--- src/rtl/wb_regfile.sv ---
// Purpose : writeback-stage register file: selects load/ALU data, commits it to the
//           destination register and exposes two asynchronous read ports.
// Latency : reads 0 cycles; write visible after 1 rising edge; wb_*_q flags 1 cycle.
// Backpres: none; a commit is accepted on every rising edge.
//
// Ports:
//   clk, rst                  clock and asynchronous active-high reset
//   R_data_RAM_MEM_WB         load data from MEM/WB
//   result_ALU_MEM_WB         ALU result from MEM/WB
//   Instruccion_MUX_MEM_WB    destination register number
//   RegWrite_MEM_WB           destination write enable
//   MemToReg_MEM_WB           1 = load data, 0 = ALU result
//   rs_addr/rt_addr           read addresses; rs_data/rt_data read data
//   wb_data                   selected writeback value (combinational)
//   wb_we_q/wb_addr_q/wb_data_q  registered record of the last commit
// Configuration macro: WB_REGFILE_BYPASS_EN (defined = write-first read ports).
module wb_regfile #(
    parameter int DATA_W = 32,
    parameter int NREG   = 32
) (
    input  logic              clk,
    input  logic              rst,
    input  logic [DATA_W-1:0] R_data_RAM_MEM_WB,
    input  logic [DATA_W-1:0] result_ALU_MEM_WB,
    input  logic [4:0]        Instruccion_MUX_MEM_WB,
    input  logic              RegWrite_MEM_WB,
    input  logic              MemToReg_MEM_WB,
    input  logic [4:0]        rs_addr,
    input  logic [4:0]        rt_addr,
    output logic [DATA_W-1:0] rs_data,
    output logic [DATA_W-1:0] rt_data,
    output logic [DATA_W-1:0] wb_data,
    output logic              wb_we_q,
    output logic [4:0]        wb_addr_q,
    output logic [DATA_W-1:0] wb_data_q
);

    logic [DATA_W-1:0] regs [NREG];
    logic              commit;

    assign wb_data = MemToReg_MEM_WB ? R_data_RAM_MEM_WB : result_ALU_MEM_WB;

    // Writes to register 0 are dropped entirely, including from the wb_*_q record.
    assign commit = RegWrite_MEM_WB && (Instruccion_MUX_MEM_WB != 5'd0);

    // Register 0 and addresses beyond NREG read as zero.
    function automatic logic [DATA_W-1:0] rd_port(input logic [4:0] a);
        logic [DATA_W-1:0] v;
        v = '0;
        if (a != 5'd0 && int'(a) < NREG) begin
`ifdef WB_REGFILE_BYPASS_EN
            if (commit && a == Instruccion_MUX_MEM_WB)
                v = wb_data;
            else
                v = regs[a];
`else
            v = regs[a];
`endif
        end
        return v;
    endfunction

    always_comb begin
        rs_data = rd_port(rs_addr);
        rt_data = rd_port(rt_addr);
    end

    always_ff @(posedge clk or posedge rst) begin
        if (rst) begin
            for (int i = 0; i < NREG; i++)
                regs[i] <= '0;
            wb_we_q   <= 1'b0;
            wb_addr_q <= 5'd0;
            wb_data_q <= '0;
        end else begin
            wb_we_q   <= commit;
            wb_addr_q <= commit ? Instruccion_MUX_MEM_WB : 5'd0;
            wb_data_q <= commit ? wb_data : '0;
            // Gated on commit so unknown data never reaches the array when idle.
            if (commit && int'(Instruccion_MUX_MEM_WB) < NREG)
                regs[Instruccion_MUX_MEM_WB] <= wb_data;
        end
    end

endmodule

--- config.mk ---
export PLATFORM = sky130hd
export DESIGN_NAME = wb_regfile
export DESIGN_NICKNAME = d
export VERILOG_FILES = /design/src/rtl/wb_regfile.sv
export SDC_FILE = /design/constraint.sdc
export NUM_CORES = 2
export LEC_CHECK = 0
export BUFFER_PORTS_ARGS = -buffer_cell sky130_fd_sc_hd__buf_2
export CORE_MARGIN = 2
export CORE_UTILIZATION = 55
export CTS_CLUSTER_SIZE = 25
export DETAILED_ROUTE_END_ITERATION = 12
export PLACE_DENSITY = 0.72
export SYNTH_ARGS = -nofsm -noshare
export SYNTH_HDL_FRONTEND = slang
export SYNTH_SLANG_ARGS = --single-unit
--- constraint.sdc ---
create_clock -name clk -period 43.5 [get_ports clk]
set_input_delay 6.525 -clock clk [delete_from_list [all_inputs] [get_ports clk]]
set_output_delay 6.525 -clock clk [all_outputs]
set_load 0.05 [all_outputs]
After elaboration in Yosys (flattened, before gate mapping)
Index checks and enable logic that the tools add are counted.
{ "totals": {"reg_bits": 1062, "inputBits": 83, "out_inout_bits": 134} }
{ "op_classes": {"mux": 14, "reduce_logical": 5, "n_lt_le_gt_ge": 4, "bitwise_logic": 3} }
{ "op_table": {"columns": ["operator", "n"], "rows": [
  ["$bwmux 1024", 1],
  ["$bmux 32 s5", 2],
  ["$mux 32", 9],
  ["$demux 32 s5", 1],
  ["$ge 6x6->1 const B", 3],
  ["$not 5->6", 3],
  ["$reduce_bool 5->1", 3],
  ["$lt 6x1->1 const B", 1],
  ["$mux 5", 1],
  ["$logic_and 1x1->1", 2]
]} }

Logic depth before layout (Yosys ltp)
{ "depth": {"depth_word": 6, "ltp_mapped": 8} }

Least setup slack after synthesis
Ideal clock, no wire load.
{ "synth_timing": {"kind": "input-to-output", "start": "input rs_addr[0]", "end": "output rs_data[10]", "arrival_ns": 8.803, "stages": 7, "slack_ns": 28.172, "path_buffers": 4, "path_cell_list": "buf_4 inv_1 buf_2 buf_2 buf_2 o2111ai_1 a311oi_1"} }
{ "synth_between": {"elab_chain_len": 5, "word_cells_on_any_way": 6} }
{ "synth_rtl": {"columns": ["element", "line", "text"], "rows": [
  ["from (decl)", "28", "input logic [4:0] rs_addr,"],
  ["$not 5->6 (implied by the code)", "57", "v = regs[a];"],
  ["$bmux 32 s5", "57", null],
  ["$mux 32 (implied by the code) (2 in a row)", "57", null],
  ["$mux 32 (*)", "50", "if (a != 5'd0 && int'(a) < NREG) begin"],
  ["to (decl)", "30", "output logic [DATA_W-1:0] rs_data,"]
]} }
Every way passes the cells marked *; elsewhere a longest branch is shown, timed or not. The select of a mux whose other input is x is not followed.

Worst setup path after layout
{ "layout_timing": {"start": "input rs_addr[1]", "end": "output rs_data[19]"} }
The elaborated chain is that of the path after synthesis.

==> out/qor.log <==
[place] placed cells 5923
[die] Ports 217
[job] max-capacitance violation count 0
[critical_path] crit path max fanout 58
[place] half-perimeter wire length after detailed placement 96940 um
[detailed_routing] count of antenna-violating nets left after detailed routing 0
[clock_network] buffer count from post-CTS setup fixing 0
[place] last weighted congestion value of the routability-driven placer 0.8393
[finish] Ant. Diodes 0
[yosys] Most used DFF post-synth sky130_fd_sc_hd__dfrtp_1
[worst_hold_path] worst hold path startpoint regs[1009]
[place] worst slack, placed 25.91 ns
[yosys] sequential-to-total area share from yosys stat 0.4877
[critical_path] endpoint type of the worst setup path output port
[clock_network] clock root buffer master sky130_fd_sc_hd__clkbuf_16
[timing] maximum frequency from static timing analysis 0.05727 GHz
[yosys] number of flops mapped to enable cells by yosys 0
[critical_path] path type of the worst setup path primary input to output port
[detailed_routing] average routed wire per standard cell 28.75 um
[yosys] flop and latch count out of synthesis 1062
[critical_path] Critical Path Stages 9
[timing] unrepaired setup endpoints after global routing no
[power] Max IR drop VDD 32.16 uV
[yosys] nets in the synthesized netlist 4945
[place] number of buffer cells added on primary ports 216
[finish] number of cells in the finished layout apart from fillers 6127
[detailed_routing] number of DRC violations after detailed-routing iteration 0 5381
[die] y dimension of the die 318.8 um
[yosys] fraction of synthesized cell area taken by the top area cell type 0.4877
[clock_network] buffers from clock root to sink, at most 3
[global_route] via count of the first global-routing pass 41258
[timing] Setup WS post-layout 26.04 ns
[detailed_routing] Post-Route WL 176100 um
[status] status completed
[power] Leakage 25.54 nW
[critical_path] most numerous cell on the critical path sky130_fd_sc_hd__buf_4
[finish] Nets 4833
[global_route] GRT Residual Overflow 0
[detailed_routing] number of detailed-route iterations in the first pass 6
[die] number of core rows 115
[global_route] antenna violations before repair 5
[yosys] average cell area after synthesis 11.21 um^2
[yosys] most area-consuming cells after synthesis sky130_fd_sc_hd__dfrtp_1, sky130_fd_sc_hd__mux4_2, sky130_fd_sc_hd__o21ai_0
[clock_network] register clock-pin slew on the reported worst setup and hold paths 0.06 ns
[timing] Setup Viol. Count Final 0
[timing] clock skew after layout 0 ns
[global_route] global-route wire length before repair 264700 um
[critical_path] count of cells along the worst register-to-register path 2
[yosys] number of distinct library cells after synthesis 41
[yosys] fraction of registers with async set/reset 1.000
[timing] slew at the pin closest to its max-slew limit 1.298 ns
[yosys] cell with the most instances after synthesis sky130_fd_sc_hd__dfrtp_1
[worst_hold_path] Min-Delay Path Class register to register
[clock_network] number of hold buffers added after cts 0
[yosys] most common library cells after synthesis sky130_fd_sc_hd__dfrtp_1, sky130_fd_sc_hd__nand2_1, sky130_fd_sc_hd__o21ai_0
[clock_network] number of sinks on the clock net 1062
[critical_path] CP arrival 10.94 ns
[critical_path] critical path launch point type primary input
[timing] min Tclk post-route 17.46 ns
[place] cell area reported after detailed placement 55760 um^2
[die] total core area 98280 um^2
[yosys] number of warnings printed during yosys synthesis 0
[timing] post-route fraction of the period consumed by the critical path 0.4014
[clock_network] maximum level of the CTS H-tree 3
[clock_network] count of instances resized after the clock tree is built 0
[finish] cell area after layout 59480 um^2
[critical_path] RR Endpoint regs[221]
[finish] ratio of cells with drive above 1 in the final layout 0.2306
[detailed_routing] Vias per Instance 6.791
[power] Pwr Density 49.83 nW/um^2
[clock_network] CTS tree yes
[critical_path] register-to-register path setup slack 42.69 ns
[critical_path] cell chain of the critical path buf_8, buf_4, buf_4, buf_4, mux4_2, mux2_2, o21ai_1, a311oi_1, buf_2
[power] total power of the final layout 2.964 mW
[clock_network] clock latency on the worst-skew pair 0.69 ns
[worst_hold_path] Endpoint, Worst Hold regs[1009]
[global_route] maximum number of pins on one net before global-route repair 171
[die] DIE WIDTH 318.8 um
[critical_path] peak per-stage delay on the critical path 0.88 ns
[global_route] Global Route Usage Sum 0.3496
[critical_path] startpoint of the most critical register-to-register path regs[221]
[critical_path] Top delay family on crit path buffers and inverters
[detailed_routing] DRC violation count after routing 0
[timing] Final Hold Violating Endpoints 0
[critical_path] critical path's slowest cell sky130_fd_sc_hd__buf_4
[die] total die area 101600 um^2
[detailed_routing] vias after detailed routing 41607
[critical_path] Buf/Inv on CP 5
[timing] Pins Over Slew Limit 0
[timing] worst hold margin 0.3961 ns
[yosys] synthesized netlist cell count 4862
[die] initial cell density of the core 0.5545
[finish] utilization after layout 0.6053
[critical_path] Critical Path RT 36.97 ns
[timing] Setup TNS 0 ns
[finish] layout overhead on the synthesized area 9.162%
[yosys] Synth area leader sky130_fd_sc_hd__dfrtp_1
[yosys] cell area after synthesis 54490 um^2
[clock_network] Inserted Clock Buffers 112
[worst_hold_path] depth of the worst hold-timing path 0
[timing] Relative slew margins 0.1160
## layout make-up
type | count | area, um^2
flip-flops and latches | 1062 | 26580
inverters | 36 | 145.1
multi-input cells | 3225 | 25530
well taps | 1287 | 1610
fillers | 7724 | 38790
clock inverters | 47 | 488.0
clock buffers | 157 | 3236
repair buffers | 313 | 1902
## layer usage
metal / part of all wire / vias to the layer above / global-route usage
li1: - / 17381 / -
met1: 0.38 / 20945 / 0.4808
met2: 0.45 / 2674 / 0.5243
met3: 0.12 / 599 / 0.08300
met4: 0.057 / 8 / 0.1787
met5: 0.00035 / - / 0
## where the power goes
part	total [mW]	internal (mW)	switching, mW
Combinational	0.645	0.301	0.344
Clock	0.974	0.565	0.409
Sequential	1.34	1.19	0.156
Total	2.96	2.05	0.910
## cells by family after synthesis
kind of cell           share of synthesized area
AOI/OAI and AO/OA                         0.1413
buffers and inverters                    0.05359
and+or+nand+nor                          0.08962
DFF                                       0.4877
muxes                                     0.2278
## sequential cells by signal, indices dropped and copies added (netlist names)
register,flops
regs,1024
wb_data_q,32
wb_addr_q,5
wb_we_q,1
## worst max-delay path by stage
stage | start | end | slack, ns
CTS | rs_addr[1] | rs_data[19] | 25.90
global placement | rs_addr[1] | rs_data[12] | 25.96
finish | rs_addr[1] | rs_data[19] | 26.04
global route | rs_addr[1] | rs_data[19] | 25.69
detailed placement | rs_addr[1] | rs_data[19] | 25.91
floorplan | rst | regs[0] | 7.08
## cells in the final DEF (no fill, tap or decap), types with 33 or more instances in the layout
master                      count
sky130_fd_sc_hd__o21ai_1      167
sky130_fd_sc_hd__nor2_1       419
sky130_fd_sc_hd__nand2_1      650
sky130_fd_sc_hd__inv_1         33
sky130_fd_sc_hd__buf_2        209
sky130_fd_sc_hd__clkbuf_16    115
sky130_fd_sc_hd__buf_4         95
sky130_fd_sc_hd__mux2i_1      128
sky130_fd_sc_hd__a211oi_1      64
sky130_fd_sc_hd__mux4_2       448
sky130_fd_sc_hd__nor2b_1       64
sky130_fd_sc_hd__o21ai_0      522
sky130_fd_sc_hd__a311oi_1      64
sky130_fd_sc_hd__a22oi_1       64
sky130_fd_sc_hd__a21oi_1      384
sky130_fd_sc_hd__dfrtp_1     1062
sky130_fd_sc_hd__mux2_2        64
sky130_fd_sc_hd__a221oi_1      43
(Power assumes the default switching activity.)
